File: src/rtl/perceptron_trainer.sv
// perceptron_trainer: sequential training engine for a two-input perceptron neuron.
// It owns the w1/w2/wb weight registers and drives them, together with the current
// sample inputs, to an external neuron. It samples the neuron's 1-bit decision, compares
// it with the target label, and applies w += LR*(t-y)*x for each sample. It counts epochs
// until an error-free epoch occurs or MAX_EPOCHS is reached.
//
// Numbers are sign-magnitude, MSB = sign, Q(Q_M).(Q_N).
//
// Optional feature, enabled by defining TRAINER_WEIGHT_LOAD_EN:
//   Adds ports wload_valid, wload_w1, wload_w2 and wload_wb. In IDLE or DONE these load
//   all three weights; start wins if both arrive in the same cycle.
//
// Ports:
//   clk, rst_n                    clock, asynchronous active-low reset
//   start                         begin training (honoured only in IDLE/DONE)
//   sample_valid/ready            sample handshake; sample_x1/x2/target carry the sample
//   x1_out, x2_out                sample inputs to the neuron (0 or 1.0)
//   w1_out, w2_out, wb_out        weights to the neuron
//   neuron_out                    neuron decision
//   busy, done, converged         status
//   epoch_count, error_count      completed epochs / errors in current or last epoch
module perceptron_trainer #(
   parameter int unsigned SIGN        = 1,
   parameter int unsigned Q_M         = 15,
   parameter int unsigned Q_N         = 16,
   parameter logic [SIGN+Q_M+Q_N-1:0] LR = 32'h0000_8000,
   parameter int unsigned NUM_SAMPLES = 4,
   parameter int unsigned MAX_EPOCHS  = 16,
   parameter int unsigned NEURON_LAT  = 1,
   localparam int unsigned W  = SIGN + Q_M + Q_N,
   localparam int unsigned EW = $clog2(MAX_EPOCHS + 1),
   localparam int unsigned CW = $clog2(NUM_SAMPLES + 1)
) (
   input  logic          clk,
   input  logic          rst_n,
   input  logic          start,
   input  logic          sample_valid,
   output logic          sample_ready,
   input  logic          sample_x1,
   input  logic          sample_x2,
   input  logic          sample_target,
   output logic [W-1:0]  x1_out,
   output logic [W-1:0]  x2_out,
   output logic [W-1:0]  w1_out,
   output logic [W-1:0]  w2_out,
   output logic [W-1:0]  wb_out,
   input  logic          neuron_out,
`ifdef TRAINER_WEIGHT_LOAD_EN
   input  logic          wload_valid,
   input  logic [W-1:0]  wload_w1,
   input  logic [W-1:0]  wload_w2,
   input  logic [W-1:0]  wload_wb,
`endif
   output logic          busy,
   output logic          done,
   output logic          converged,
   output logic [EW-1:0] epoch_count,
   output logic [CW-1:0] error_count
);

   localparam int unsigned LW = (NEURON_LAT < 2) ? 1 : $clog2(NEURON_LAT);
   localparam logic [W-1:0] ONE = {{(SIGN + Q_M - 1){1'b0}}, 1'b1, {Q_N{1'b0}}};
   localparam logic [W-1:0] NEG_LR = {~LR[W-1], LR[W-2:0]};

   typedef enum logic [2:0] {
      StIdle,
      StWaitSample,
      StEval,
      StUpdate,
      StEpochEnd,
      StDone
   } state_e;

   state_e state_q, state_d;
   logic [W-1:0]  w1_q, w1_d, w2_q, w2_d, wb_q, wb_d;
   logic [W-1:0]  x1_q, x1_d, x2_q, x2_d;
   logic          tgt_q, tgt_d, y_q, y_d;
   logic          conv_q, conv_d;
   logic [EW-1:0] ep_q, ep_d;
   logic [CW-1:0] err_q, err_d;
   logic [CW-1:0] smp_q, smp_d;
   logic [LW-1:0] lat_q, lat_d;
   logic [W-1:0]  delta;

   // Sign-magnitude add: saturates on same-sign overflow, never yields -0.
   function automatic logic [W-1:0] sm_add(input logic [W-1:0] a, input logic [W-1:0] b);
      logic [W-1:0] sum;
      logic [W-2:0] ma, mb, mr;
      logic         sr;
      ma  = a[W-2:0];
      mb  = b[W-2:0];
      sum = '0;
      if (a[W-1] == b[W-1]) begin
         sum = {1'b0, ma} + {1'b0, mb};
         mr  = sum[W-1] ? '1 : sum[W-2:0];
         sr  = a[W-1];
      end else if (ma >= mb) begin
         mr = ma - mb;
         sr = a[W-1];
      end else begin
         mr = mb - ma;
         sr = b[W-1];
      end
      if (mr == '0) sr = 1'b0;
      return {sr, mr};
   endfunction

   // err = +1 when the target is 1 (and y is 0), -1 otherwise.
   assign delta = tgt_q ? LR : NEG_LR;

   always_comb begin
      state_d = state_q;
      w1_d    = w1_q;
      w2_d    = w2_q;
      wb_d    = wb_q;
      x1_d    = x1_q;
      x2_d    = x2_q;
      tgt_d   = tgt_q;
      y_d     = y_q;
      conv_d  = conv_q;
      ep_d    = ep_q;
      err_d   = err_q;
      smp_d   = smp_q;
      lat_d   = lat_q;
      case (state_q)
         StIdle, StDone: begin
            if (start) begin
               ep_d    = '0;
               err_d   = '0;
               smp_d   = '0;
               conv_d  = 1'b0;
               state_d = StWaitSample;
            end
`ifdef TRAINER_WEIGHT_LOAD_EN
            else if (wload_valid) begin
               w1_d = wload_w1;
               w2_d = wload_w2;
               wb_d = wload_wb;
            end
`endif
         end
         StWaitSample: begin
            if (sample_valid) begin
               x1_d    = sample_x1 ? ONE : '0;
               x2_d    = sample_x2 ? ONE : '0;
               tgt_d   = sample_target;
               lat_d   = '0;
               state_d = StEval;
            end
         end
         StEval: begin
            if (lat_q == LW'(NEURON_LAT - 1)) begin
               y_d     = neuron_out;
               state_d = StUpdate;
            end else begin
               lat_d = lat_q + 1'b1;
            end
         end
         StUpdate: begin
            if (tgt_q != y_q) begin
               if (|x1_q) w1_d = sm_add(w1_q, delta);
               if (|x2_q) w2_d = sm_add(w2_q, delta);
               wb_d  = sm_add(wb_q, delta);
               err_d = err_q + 1'b1;
            end
            smp_d   = smp_q + 1'b1;
            state_d = (smp_q == CW'(NUM_SAMPLES - 1)) ? StEpochEnd : StWaitSample;
         end
         StEpochEnd: begin
            ep_d = ep_q + 1'b1;
            if (err_q == '0) begin
               conv_d  = 1'b1;
               state_d = StDone;
            end else if (ep_q == EW'(MAX_EPOCHS - 1)) begin
               conv_d  = 1'b0;
               state_d = StDone;
            end else begin
               err_d   = '0;
               smp_d   = '0;
               state_d = StWaitSample;
            end
         end
         default: state_d = StIdle;
      endcase
   end

   always_ff @(posedge clk or negedge rst_n) begin
      if (!rst_n) begin
         state_q <= StIdle;
         w1_q    <= '0;
         w2_q    <= '0;
         wb_q    <= '0;
         x1_q    <= '0;
         x2_q    <= '0;
         tgt_q   <= 1'b0;
         y_q     <= 1'b0;
         conv_q  <= 1'b0;
         ep_q    <= '0;
         err_q   <= '0;
         smp_q   <= '0;
         lat_q   <= '0;
      end else begin
         state_q <= state_d;
         w1_q    <= w1_d;
         w2_q    <= w2_d;
         wb_q    <= wb_d;
         x1_q    <= x1_d;
         x2_q    <= x2_d;
         tgt_q   <= tgt_d;
         y_q     <= y_d;
         conv_q  <= conv_d;
         ep_q    <= ep_d;
         err_q   <= err_d;
         smp_q   <= smp_d;
         lat_q   <= lat_d;
      end
   end

   assign sample_ready = (state_q == StWaitSample);
   assign busy         = (state_q == StWaitSample) || (state_q == StEval) ||
                         (state_q == StUpdate) || (state_q == StEpochEnd);
   assign done         = (state_q == StDone);
   assign converged    = conv_q;
   assign epoch_count  = ep_q;
   assign error_count  = err_q;
   assign x1_out       = x1_q;
   assign x2_out       = x2_q;
   assign w1_out       = w1_q;
   assign w2_out       = w2_q;
   assign wb_out       = wb_q;

endmodule

File: config.mk
export PLATFORM = sky130hd
export DESIGN_NAME = perceptron_trainer
export DESIGN_NICKNAME = d
export VERILOG_FILES = /design/src/rtl/perceptron_trainer.sv
export SDC_FILE = /design/constraint.sdc
export NUM_CORES = 1
export LEC_CHECK = 0
export ABC_AREA = 1
export CORE_AREA = 8 8 171 173
export CTS_CLUSTER_DIAMETER = 100
export CTS_CLUSTER_SIZE = 28
export DETAILED_ROUTE_END_ITERATION = 12
export DIE_AREA = 0 0 179 181
export HOLD_SLACK_MARGIN = 0.05
export MAX_ROUTING_LAYER = met4
export PLACE_DENSITY = 0.66
export SYNTH_ARGS = -nofsm -noshare
export SYNTH_HDL_FRONTEND = slang
export SYNTH_SLANG_ARGS = --single-unit
File: constraint.sdc
create_clock -name clk -period 2.25 [get_ports clk]
set_input_delay 0.225 -clock clk [delete_from_list [all_inputs] [get_ports clk]]
set_output_delay 0.225 -clock clk [all_outputs]
set_load 0.03 [all_outputs]
==> qor.txt <==
WP data arrival -> 2.71 ns
Post-synth EDFFs -> 0
Seq/Total Area, Yosys -> 0.268
FF-to-FF path depth -> 18
synth top area cells -> dfrtp_1 27%, nand2_1 17%, nor2_1 7.6%
Worst-Margin Slew -> 0.530 ns
Routed WL -> 39900 µm
failing checks -> negative setup slack
fraction of layout instances using a drive strength above 1 -> 0.326
met2 global-route usage -> 0.391
async set or reset register ratio after synthesis -> 1.00
Critical Path RT -> 2.56 ns
Finished Core Util -> 0.622
CTS tree -> yes
Max VDD drop -> 832 µV
slowest stage cell, crit path -> dfrtp_2
antenna cell count -> 0
Routed wire per std cell -> 15.6 µm
post-synthesis cell area -> 10800 µm²
cell row count -> 60
outcome -> finished with violations
area share of the largest cell type after synthesis -> 0.268
CTS sink cnt -> 115
latest clock arrival within the worst-skew pair -> 0.43 ns
Die Y -> 181 µm
sequential power share -> 0.132
clk root buf -> clkbuf_16
Hold Violations, Final -> 0
clock tree buffer depth -> 2
CP Class -> flop to flop
switching power -> 0.0131 W
pin count of the biggest net entering global routing -> 46
H-tree depth -> 4
Seq cells post-synth -> 115
Synthesis Warnings -> 0
TNS Setup -> -0.356 ns
Unique masters post-synth -> 54
Critical Path Sink Type -> flop
initial antenna violation count -> 0
die width -> 179 µm
cell taking the most area after synthesis -> dfrtp_1
Num CTS Buffers -> 17
DRT iter0 DRCs -> 1008
total power -> 0.0262 W
core area -> 26500 µm²
CP Max Fanout -> 6
fin crit share -> 1.07
synth cell count leaders -> 493 x nand2_1, 217 x nor2_1, 152 x inv_1, 136 x nand3_1, 133 x o21ai_0
switching share of power -> 0.502
Pins Over Slew Limit -> 0
effective utilization at floorplan -> 0.406
Comb pwr share -> 0.763
FF-to-FF setup slack -> -0.15 ns
number of global-route vias before repair -> 12500
Ports -> 180
Period minus WS final -> 2.40 ns
Most common cell on crit path -> nand2_1
clock skew -> 0.0194 ns
Antenna Violating Nets Remaining -> 0
met3 global-route usage -> 0.0361
Setup crit start kind -> flop
Final HPWL DP -> 30000 µm
clock power share -> 0.105
Pre-Repair DR Iteration Count -> 5
max cap viols -> 0
Power Dens Cells -> 1590 nW/µm²
Post-Syn Area per Cell -> 6.36 µm²
unrepaired setup endpoints after global routing -> true
area delta synth->final -> 53.4%
HP Class -> input port to asynchronous set/reset pin
Remaining Overflow, GRT -> 0
reg-to-reg endpoint -> w2_out[31]
Slew Limit Headroom -> 0.647
global route hottest layer -> met2
Via density -> 5.03
# DRC -> 0
final setup margin -> -0.151 ns
clock slew at reported path FFs -> 0.07 ns
reg-to-reg startpoint -> w2_out[19]
Max Fclk -> 0.417 GHz
Int Pwr -> 0.0130 W
Nets -> 2233
met1 Track Usage GR -> 0.304
Critical Path, Cell by Cell -> nor2_4, nand2_2, buf_6, nor2_4, and2_4, o21ai_4, buf_12, clkbuf_16, nand2_1, nand2_1, nand2_1, nand2_2, nor2_2, nand3_1, nor2_2, nand3_1, nand2_1, a21boi_2
port buffer count -> 117
Mapped Cells -> 1692
die area -> 32400 µm²
GRT Overall Usage -> 0.241
Static Leakage -> 8.31 nW
vias -> 12900
Worst path max stage delay -> 0.45 ns
routability cong. -> 0.981
top_reg_cell synth -> dfrtp_1
Setup Viol. Count Final -> 3
top-count cell post-synth -> nand2_1
first-pass GRT wire length -> 62300 µm
-- worst max-delay path: cells and delay by family (launching register included) --
kind,cells,cell delay [ns]
AO/OA/AOI/OAI,2,0.12
buffers and inverters,3,0.41
flip-flops,1,0.45
AND/OR/NAND/NOR,13,1.29
-- sequential cells by signal, indices dropped and copies added (netlist names), 3 cells and up --
name,count
state_q,3
w1_out,32
smp_q,3
epoch_count,5
wb_out,32
w2_out,32
error_count,3
-- worst max-delay path by stage --
stage                             to  cells past startpoint        from
after floorplan           w1_out[31]                     19  w1_out[15]
final                     w2_out[31]                     18  w2_out[19]
after detailed placement  w1_out[31]                     17   w1_out[0]
after CTS                 w1_out[31]                     18  w1_out[15]
after global placement    w1_out[31]                     17   w1_out[0]
after global routing      w2_out[31]                     16  w2_out[19]
-- through the flow --
| stage | std cells | instance area (µm²) | setup WS [ns] | hold slack [ns] |
|---|---|---|---|---|
| 3_5_place_dp | 2478 | 14800 | -0.382 | 0.242 |
| 3_3_place_gp | 2478 | 14800 | -0.329 | 0.242 |
| 6_report | 2562 | 16500 | -0.151 | 0.316 |
| 4_1_cts | 2526 | 15800 | -0.0632 | 0.342 |
| 2_1_floorplan | 1753 | 11000 | -0.0270 | -0.0706 |
| 5_1_grt | 2562 | 16500 | -0.271 | 0.360 |
-- repair_timing --
action | 4_1_cts | 5_1_grt
pin swaps | 30 | 78
buffers inserted | 14 | 34
cloned | 1 | 2
setup endpoints to repair | 6 | 7
gates resized for setup | 75 | 136
hold endpoints to repair | 32 | 0
hold buffers | 1 | 0
-- power by group through the flow --
stage / logic, W / clock network [W] / registers, W
2_1_floorplan: 0.00855 / 0 / 0.00469
3_3_place_gp: 0.0177 / 0 / 0.00335
3_5_place_dp: 0.0178 / 0 / 0.00338
4_1_cts: 0.0185 / 0.00281 / 0.00337
5_1_grt: 0.0216 / 0.00288 / 0.00354
6_report: 0.0200 / 0.00275 / 0.00345
-- cells by family (layout without fill, tap and decap cells) --
kind of cell,Yosys count,in the layout,synth area share
muxes,3,3,0.00314
other,1,62,0.000349
buffers and inverters,286,753,0.135
xor gates and xnor gates,54,54,0.0471
AOI/OAI and AO/OA,226,226,0.114
adders and majority gates,17,17,0.0198
DFF,115,115,0.268
and+or+nand+nor,990,991,0.413
-- metal layers --
layer,vias to the layer above,share of wire
met2,433,0.48
met4,0,0.025
met5,-,0
met3,78,0.057
li1,6375,-
met1,6013,0.44
-- area by class of cell --
cell class	instances	area, µm²
clock buffer	20	447
clock inverter	12	133
fill	2389	10000
inverter	171	654
multi-input combinational	1353	7310
sequential	115	2900
tap	341	427
timing repair buffer	550	4620
-- placed cells by master (no fill, tap or decap), drive strengths merged, types with 5 or more instances in the layout --
cell	Yosys	final
xnor2	5	5
nand3	147	147
a31oi	8	8
inv	167	167
o21ai	154	154
ha	17	17
dfrtp	115	115
nand2	504	504
clkinv	4	11
nor2	259	260
a21oi	45	45
nand4	43	43
nor3	26	26
conb	1	62
xor2	49	49
clkbuf	20	21
buf	95	433
clkdlybuf4s50	0	114
(Power assumes the default switching activity.)
